$ cat src/rtl/btop_ctrl.sv
// Burst controller: arbitrates write and read bursts over a slot-mapped storage,
// drives storage enables and slot indices, and tracks written slots in a scoreboard.
module btop_ctrl #(
  parameter int N = 1024,
  parameter int P = 64
) (
  input  logic       clk,
  input  logic       rst,
  input  logic       wr_req,
  input  logic [3:0] wr_beats,
  input  logic       rd_req,
  input  logic [3:0] rd_beats,
  input  logic       flush,
  output logic       wr_ack,
  output logic       rd_ack,
  output logic       wr_done,
  output logic       rd_done,
  output logic       w_en,
  output logic       r_en,
  output logic [3:0] cnta,
  output logic [3:0] cntb,
  output logic       rd_valid,
  output logic       busy,
  output logic       err
);

  localparam int         WS   = N / (4 * P);
  localparam int         RS   = N / (2 * P);
  localparam logic [3:0] WS_L = 4'(WS);
  localparam logic [3:0] RS_L = 4'(RS);

  typedef enum logic [1:0] {IDLE, WR, RD, RDRAIN} state_t;

  state_t          state_q, state_n;
  logic [3:0]      cnt_q, cnt_n;
  logic [3:0]      len_q, len_n;
  logic [WS-1:0]   sb_q, sb_n;
  logic            wr_pri_q, wr_pri_n;
  logic            wr_blk_q, wr_blk_n, rd_blk_q, rd_blk_n;
  logic [3:0]      wr_blk_len_q, wr_blk_len_n, rd_blk_len_q, rd_blk_len_n;

  logic            wr_ack_n, rd_ack_n, wr_done_n, rd_done_n;
  logic            w_en_n, r_en_n, rd_valid_n, busy_n, err_n;
  logic [3:0]      cnta_n, cntb_n;

  logic            wr_legal, rd_legal, wr_hit, rd_hit, wr_bad, rd_bad;
  logic            wr_ok, rd_ok, rd_cover;
  logic [3:0]      rd_need;

  // Request qualification. A rejected illegal request stays ignored while it
  // is held unchanged, so a flush is not immediately undone by the same request.
  always_comb begin
    wr_legal = (wr_beats != 4'd0) && (wr_beats <= WS_L);
    rd_legal = (rd_beats != 4'd0) && (rd_beats <= RS_L);
    wr_hit   = wr_blk_q && wr_req && (wr_beats == wr_blk_len_q);
    rd_hit   = rd_blk_q && rd_req && (rd_beats == rd_blk_len_q);
    wr_bad   = wr_req && !wr_legal && !wr_hit;
    rd_bad   = rd_req && !rd_legal && !rd_hit;
    wr_ok    = wr_req && wr_legal;

    // Read slot k lands on write slot k mod WS, so only the first min(len,WS) matter.
    rd_need  = (rd_beats > WS_L) ? WS_L : rd_beats;
    rd_cover = 1'b1;
    for (int i = 0; i < WS; i++) begin
      if ((4'(i) < rd_need) && !sb_q[i]) rd_cover = 1'b0;
    end
    rd_ok = rd_req && rd_legal && rd_cover;
  end

  // NOTE: every signal written here gets a default first so no latch is inferred.
  always_comb begin
    state_n      = state_q;
    cnt_n        = cnt_q;
    len_n        = len_q;
    sb_n         = sb_q;
    wr_pri_n     = wr_pri_q;
    wr_blk_n     = wr_hit;
    rd_blk_n     = rd_hit;
    wr_blk_len_n = wr_blk_len_q;
    rd_blk_len_n = rd_blk_len_q;
    err_n        = err;
    wr_ack_n     = 1'b0;
    rd_ack_n     = 1'b0;
    wr_done_n    = 1'b0;
    rd_done_n    = 1'b0;
    w_en_n       = 1'b0;
    r_en_n       = 1'b0;
    cnta_n       = 4'd0;
    cntb_n       = 4'd0;
    rd_valid_n   = r_en;

    unique case (state_q)
      IDLE: begin
        if (wr_bad) begin
          wr_blk_n     = 1'b1;
          wr_blk_len_n = wr_beats;
          err_n        = 1'b1;
        end
        if (rd_bad) begin
          rd_blk_n     = 1'b1;
          rd_blk_len_n = rd_beats;
          err_n        = 1'b1;
        end
        if (flush) begin
          sb_n  = '0;
          err_n = 1'b0;
        end else if (wr_ok && (!rd_ok || wr_pri_q)) begin
          state_n   = WR;
          wr_ack_n  = 1'b1;
          w_en_n    = 1'b1;
          wr_done_n = (wr_beats == 4'd1);
          cnt_n     = 4'd1;
          len_n     = wr_beats;
          sb_n[0]   = 1'b1;
          wr_pri_n  = 1'b0;
        end else if (rd_ok) begin
          state_n   = RD;
          rd_ack_n  = 1'b1;
          r_en_n    = 1'b1;
          cnt_n     = 4'd1;
          len_n     = rd_beats;
          wr_pri_n  = 1'b1;
        end
      end

      WR: begin
        if (cnt_q == len_q) begin
          state_n = IDLE;
        end else begin
          w_en_n    = 1'b1;
          cnta_n    = cnt_q;
          cnt_n     = cnt_q + 4'd1;
          wr_done_n = ((cnt_q + 4'd1) == len_q);
          for (int i = 0; i < WS; i++) begin
            if (4'(i) == cnt_q) sb_n[i] = 1'b1;
          end
        end
      end

      RD: begin
        if (cnt_q == len_q) begin
          // The last read's data emerges in the drain cycle.
          state_n   = RDRAIN;
          rd_done_n = 1'b1;
        end else begin
          r_en_n = 1'b1;
          cntb_n = cnt_q;
          cnt_n  = cnt_q + 4'd1;
        end
      end

      RDRAIN: state_n = IDLE;

      default: state_n = IDLE;
    endcase

    busy_n = (state_n != IDLE);
  end

  // NOTE: sequential state uses non-blocking assignments only, so every flop
  // samples pre-edge values regardless of statement order.
  always_ff @(posedge clk or negedge rst) begin
    if (!rst) begin
      state_q      <= IDLE;
      cnt_q        <= 4'd0;
      len_q        <= 4'd0;
      sb_q         <= '0;
      wr_pri_q     <= 1'b1;
      wr_blk_q     <= 1'b0;
      rd_blk_q     <= 1'b0;
      wr_blk_len_q <= 4'd0;
      rd_blk_len_q <= 4'd0;
      wr_ack       <= 1'b0;
      rd_ack       <= 1'b0;
      wr_done      <= 1'b0;
      rd_done      <= 1'b0;
      w_en         <= 1'b0;
      r_en         <= 1'b0;
      cnta         <= 4'd0;
      cntb         <= 4'd0;
      rd_valid     <= 1'b0;
      busy         <= 1'b0;
      err          <= 1'b0;
    end else begin
      state_q      <= state_n;
      cnt_q        <= cnt_n;
      len_q        <= len_n;
      sb_q         <= sb_n;
      wr_pri_q     <= wr_pri_n;
      wr_blk_q     <= wr_blk_n;
      rd_blk_q     <= rd_blk_n;
      wr_blk_len_q <= wr_blk_len_n;
      rd_blk_len_q <= rd_blk_len_n;
      wr_ack       <= wr_ack_n;
      rd_ack       <= rd_ack_n;
      wr_done      <= wr_done_n;
      rd_done      <= rd_done_n;
      w_en         <= w_en_n;
      r_en         <= r_en_n;
      cnta         <= cnta_n;
      cntb         <= cntb_n;
      rd_valid     <= rd_valid_n;
      busy         <= busy_n;
      err          <= err_n;
    end
  end

endmodule

$ cat config.mk
export PLATFORM = sky130hd
export DESIGN_NAME = btop_ctrl
export DESIGN_NICKNAME = d
export VERILOG_FILES = /design/src/rtl/btop_ctrl.sv
export SDC_FILE = /design/constraint.sdc
export NUM_CORES = 1
export LEC_CHECK = 0
export CAP_MARGIN = 5
export CORE_AREA = 5 5 96 53
export CTS_CLUSTER_SIZE = 25
export DETAILED_ROUTE_END_ITERATION = 8
export DIE_AREA = 0 0 101 58
export PLACE_DENSITY = 0.74
export SKIP_LAST_GASP = 1
export SYNTH_ARGS = -nofsm -noshare
export SYNTH_HDL_FRONTEND = slang
export SYNTH_SLANG_ARGS = --single-unit
$ cat constraint.sdc
create_clock -name clk -period 2.4 [get_ports clk]
set_clock_uncertainty 0.05 [all_clocks]
set_input_delay 0.24 -clock clk [delete_from_list [all_inputs] [get_ports clk]]
set_output_delay 0.24 -clock clk [all_outputs]
set_load 0.02 [all_outputs]
== After elaboration in Yosys (flattened, before gate mapping) ==
Index checks and enable logic that the tools add are counted.

* Bits in registers: 42
* Latch bits: 0
* Bits in writable memories: 0
* Memory bits (read-only): 0
* Word-level logic and storage cells: 155
* Memories: 0

* Add/subtract/negate cells: 1
* Multipliers: 0
* Divide/modulo/power cells: 0
* Magnitude comparators: 7
* Eq/ne operators: 21
* Shift operators: 0
* Muxes and demuxes: 55
* Bitwise logic cells: 1
* Reductions and logical operators: 47

{| class="wikitable"
|+ Operators with widths
! cell !! count
|-
| $mux W4 || 11
|-
| $mux W1 || 32
|-
| $reduce_and A4 Y1 || 5
|-
| $logic_and A1 B1 Y1 || 18
|-
| $eq A4 B4 Y1 || 4
|-
| $ne A2 B2 Y1 const B || 8
|-
| $pmux W4 S2 || 2
|-
| $mux W2 || 5
|-
| $logic_not A1 Y1 || 9
|-
| $eq A2 B4 Y1 const A || 2
|-
| $lt A1 B4 Y1 const A || 2
|-
| $lt A2 B4 Y1 const A || 2
|-
| $pmux W2 S4 || 1
|-
| $reduce_bool A2 Y1 || 4
|-
| $reduce_bool A4 Y1 || 2
|-
| $ne A3 B3 Y1 const B || 2
|-
| $pmux W1 S2 || 3
|-
| $reduce_and A2 Y1 || 3
|-
| $add A4 B1 Y4 const B || 1
|-
| $eq A1 B4 Y1 const A || 1
|-
| $eq A2 B2 Y1 const B || 2
|-
| $eq A4 B1 Y1 const B || 1
|-
| $gt A4 B3 Y1 const B || 1
|-
| $le A4 B3 Y1 const B || 1
|-
| other kinds (10) || 10
|}

== Depth between registers and ports, before layout ==
* Depth in word-level cells: 16
* Depth in mapped cells: 7
* Gate-level depth less buffers: 7

== Worst setup path before layout ==
Ideal clock, no wire load.

* Path type: register -> register
* Start: reg state_q[0]
* End: reg cnt_q[3]
* Library setup time: 0.126 ns
* Arrival: 1.623 ns
* Slack: 0.601 ns
* Cell stages (with the launch flop): 7
* Path buffers: 1
* Cell sequence: dfrtp_1 -> inv_1 -> ha_1 -> clkbuf_1 -> o21ai_0 -> or2_0 -> a221o_1

* Longest elaborated chain between the ends: 4
* Elaborated cells on any way between the ends: 10

{| class="wikitable"
|+ Ends and longest elaborated chain
! item !! line !! source
|-
| from (decl) || 34 || <nowiki>state_t state_q, state_n;</nowiki>
|-
| from (signal assigned) || 185 || <nowiki>state_q <= state_n;</nowiki>
|-
| $eq A2 B2 Y1 / $eq A2 B1 Y1 (equally long branches) || 92 || <nowiki>unique case (state_q)</nowiki>
|-
| $reduce_or A2 Y1 (no source line) || - ||
|-
| $ne A2 B2 Y1 (no source line) / $reduce_bool A2 Y1 (equally long branches) || - ||
|-
| $reduce_and A4 Y1 (no source line) || - ||
|-
| to (signal assigned) || 186 || <nowiki>cnt_q <= cnt_n;</nowiki>
|-
| to (decl) || 35 || <nowiki>logic [3:0] cnt_q, cnt_n;</nowiki>
|}

Parallel ways exist; a longest one is shown, timed or not.
A chain may end at the register's enable or synchronous reset.

== Worst setup path in the final report ==
* Start: reg state_q[0]
* End: reg wr_blk_len_q[2]

* Longest elaborated chain between the ends: 2

{| class="wikitable"
|+ Ends and longest elaborated chain
! item !! line !! source
|-
| $logic_not A2 Y1 || 92 ||
|-
| $reduce_and A2 Y1 (no source line) || - ||
|-
| to (signal assigned) || 192 || <nowiki>wr_blk_len_q <= wr_blk_len_n;</nowiki>
|-
| to (decl) || 40 || <nowiki>logic [3:0] wr_blk_len_q, wr_blk_len_n, rd_blk_len_q, rd_blk_len_n;</nowiki>
|}

Every way passes these cells.

==> results.md <==
* Number of failing setup endpoints in the final timing report at 0
* Arrival time reported for the critical path endpoint at 2.35 ns
* Number of nets still failing antenna checks after routing at 0
* Highest-delay cell along the critical path: sky130_fd_sc_hd__a31oi_1
* Status: completed
* Diodes inserted at 0
* Fillcell total at 341
* Leakage power total at 0.001222 uW
* Setup bufs post-CTS at 0
* Core Rows at 17
* Clk buf depth at 2
* Fraction of the yosys area taken by sequential cells at 0.4892
* Post-synthesis sequential element count at 42
* Synthesis warning total at 0
* Per-instance average area after synthesis at 10.49 um2
* Worst EP required at 2.58 ns
* Power share of the sequential group at 0.389
* Vias/cell at 5.627
* Clock sinks at 42
* Areal power density over the cells at 1152 nW/um2
* Final routed wirelength across all metal layers at 4.964 mm
* WP buf/inv at 1
* Routability Congestion at 0.9273
* Final routed wire length divided by cell count at 16.38 um
* Hold_buf cts at 0
* Layout Nets at 265
* Clock transition time at the flip-flop clock pins of the worst setup and hold paths at 0.08 ns
* NetSw at 1215 uW
* Critical path class: reg2reg
* Floorplan core area at 4190 um2
* Post-Syn Nets at 225
* Minimum clock period at 2.179 ns
* Post-placement worst setup slack at 0.05640 ns
* Top cell type's share of synthesized area at 0.4770
* Setup repair after global routing missed its margin: false
* Via count of the first global-routing pass at 1537
* Synth async-reset ratio at 1.000
* Syn Inst Count at 205
* Aggregate global-route resource usage at 0.1838
* Multi-input logic area at 979.7 um2
* Final-layout setup total negative slack at 0 ns
* Max Cap Violations at 0
* Post-Layout Inst Area at 2638 um2
* Global-route wire length before repair at 8.086 mm
* Largest vdd supply drop at 0.0005593 V
* Post-layout worst setup margin at 0.2211 ns
* Master cell of the clock root buffer: sky130_fd_sc_hd__clkbuf_8
* CTS buffer count at 5
* Slew Viols, Final at 0
* Startpoint kind of the worst setup timing path: flip-flop
* Die span in y at 58 um
* Measured slew at the worst slew-check pin at 0.9256 ns
* CP max FO at 15
* Hold Crit Class: in2async
* Signed area change from the synthesized netlist to the final layout at 22.63%
* Cell Int Power at 1823 uW
* Total area of sequential cells at 1052 um2
* Number of unique standard cell types used by synthesis at 54
* Overall power after layout at 3038 uW
* Fmax at 458.9 MHz
* Post-synth top flop: sky130_fd_sc_hd__dfrtp_1
* Ordered cell list for the critical path: inv_1 > ha_1 > o311ai_1 > a31oi_1 > mux2i_1
* Biggest area consumer among synthesized cells: sky130_fd_sc_hd__dfrtp_1
* Final worst-path cycle share at 0.9079
* Drt first pass iters at 4
* Crit. End Element: flip-flop
* Number of instances resized during post-cts repair at 0
* Final routed DRC violation total at 0
* Combinational group share of total power at 0.454
* GRT overflow at 0
* Htree depth at 2
* Total of buffers placed on input and output ports at 29
* Estimated wirelength of the detail-placed design at 3.749 mm
* Width of the chip at 101 um
* Vias post-DR at 1705
* Relative max-transition margin at 0.3830
* Clock share of power at 0.157
* Initial antenna violation count at 0
* Switching Share at 0.3998
* Area contributors post-synth: sky130_fd_sc_hd__dfrtp_1 (48%), sky130_fd_sc_hd__inv_1 (4.5%), sky130_fd_sc_hd__ha_1 (4.1%)
* Die footprint at 5858 um2
* Netlist area before placement at 2151 um2
* Placed Area at 2546 um2
* Clock insertion delay at the later pin of the skew report at 0.30 ns
* Initial detailed-routing violation count at 154
* Final hold violation count at 0
* Fraction of layout instances using a drive strength above 1 at 0.1016
* Initial core utilization at 0.5133
* CTS tree: built
* Top-level I/O count at 30
* Maximum number of pins on one net before global-route repair at 43
* Number of synthesized flops with an enable pin at 0
* Delay of the slowest cell on the worst path at 0.55 ns
* Top Family by Delay on Critical Path: compound AO/OA/AOI/OAI gates
worst paths after layout:
check,from,end,slack [ns],cells after the start
max in group asynchronous,rst,cnta[1],1.69,1
setup reg to reg,state_q[0],wr_blk_len_q[2],0.22,5
hold reg to reg,r_en,rd_valid,0.33,0
setup / recovery,state_q[0],wr_blk_len_q[2],0.22,5
min in group clk,r_en,rd_valid,0.33,0
hold / removal,rst,wr_blk_len_q[2],0.02,1
placed cells by master, fill, tap and decap left out, types with 6 or more instances in the layout:
cell / netlist / layout
sky130_fd_sc_hd__xnor2_1: 6 / 6
sky130_fd_sc_hd__nand3_1: 7 / 7
sky130_fd_sc_hd__nand2_1: 13 / 13
sky130_fd_sc_hd__nor2_1: 12 / 12
sky130_fd_sc_hd__clkbuf_8: 0 / 6
sky130_fd_sc_hd__clkdlybuf4s50_1: 0 / 28
sky130_fd_sc_hd__dfrtp_1: 41 / 41
sky130_fd_sc_hd__inv_1: 26 / 26
sky130_fd_sc_hd__buf_4: 0 / 7
sky130_fd_sc_hd__mux2i_1: 7 / 7
sky130_fd_sc_hd__ha_1: 7 / 7
sky130_fd_sc_hd__o21ai_0: 6 / 6
flip-flops by register name, summed over array words and instances, names as in the netlist, 2 cells and up:
| register | count |
|---|---|
| rd_blk_len_q | 4 |
| state_q | 2 |
| wr_blk_len_q | 4 |
| cntb | 4 |
| cnta | 4 |
| cnt_q | 4 |
| sb_q | 4 |
| len_q | 4 |
cells in the mapped netlist (all sizes together), types with 2 or more instances:
library cell and instances:
a22o 2, a211oi 4, o22ai 3, dfrtp 41
xor2 3, ha 7, o211ai 4, and3 5
and2 2, inv 27, o2111ai 2, a221o 2
nor2b 2, mux2 2, o21ai 8, xnor2 6
mux2i 7, a31oi 3, nand2b 4, a221oi 2
nor2 12, nor4b 2, or2 2, buf 2
a21oi 5, a222oi 5, nand2 13, o2111a 2
nand3 7, nor3 3
area by class of cell:
type / count / share of cell area
repair buffers: 36 / 0.1281
flip-flops and latches: 42 / 0.3990
well taps: 57 / 0.02704
multi-input cells: 132 / 0.3714
clock buffers: 7 / 0.03273
inverters: 28 / 0.03985
clock inverters: 1 / 0.001898
cell families (layout without fill, tap and decap cells):
| family | Yosys count | after routing | share of synthesized area |
|---|---|---|---|
| AND/OR/NAND/NOR | 56 | 56 | 0.1355 |
| flip-flops | 42 | 42 | 0.4892 |
| adder cells (fa/ha/maj) | 7 | 7 | 0.04072 |
| XOR/XNOR | 9 | 9 | 0.03665 |
| AO/OA/AOI/OAI | 51 | 51 | 0.1995 |
| buffers and inverters | 31 | 72 | 0.05526 |
| multiplexers | 9 | 9 | 0.04305 |
power groups by stage:
stage / Clock (uW) / Sequential (uW) / Combinational, uW
floorplan: 0 / 1260 / 826
global placement: 0 / 1180 / 1340
detailed placement: 0 / 1190 / 1370
CTS: 484 / 1180 / 1380
global route: 515 / 1220 / 1530
finish: 477 / 1180 / 1380
layer usage:
| metal | track usage | wire [um] | vias to the layer above |
|---|---|---|---|
| li1 | - | - | 819 |
| met1 | 0.3018 | 2655 | 815 |
| met2 | 0.2217 | 1885 | 63 |
| met3 | 0.04688 | 358 | 8 |
| met4 | 0.06818 | 64 | 0 |
| met5 | 0 | 0 | - |
per-stage QoR:
| stage | hold WS, ns | instances | utilization |
|---|---|---|---|
| floorplan | -0.1056 | 205 | - |
| detailed placement | 0.3164 | 295 | 0.6076 |
| global placement | 0.3266 | 295 | 0.6076 |
| finish | 0.01902 | 303 | 0.6294 |
| global route | 0.09548 | 303 | 0.6294 |
| CTS | 0.04834 | 303 | 0.6294 |
Note: power is estimated with default switching activity, not from simulation.
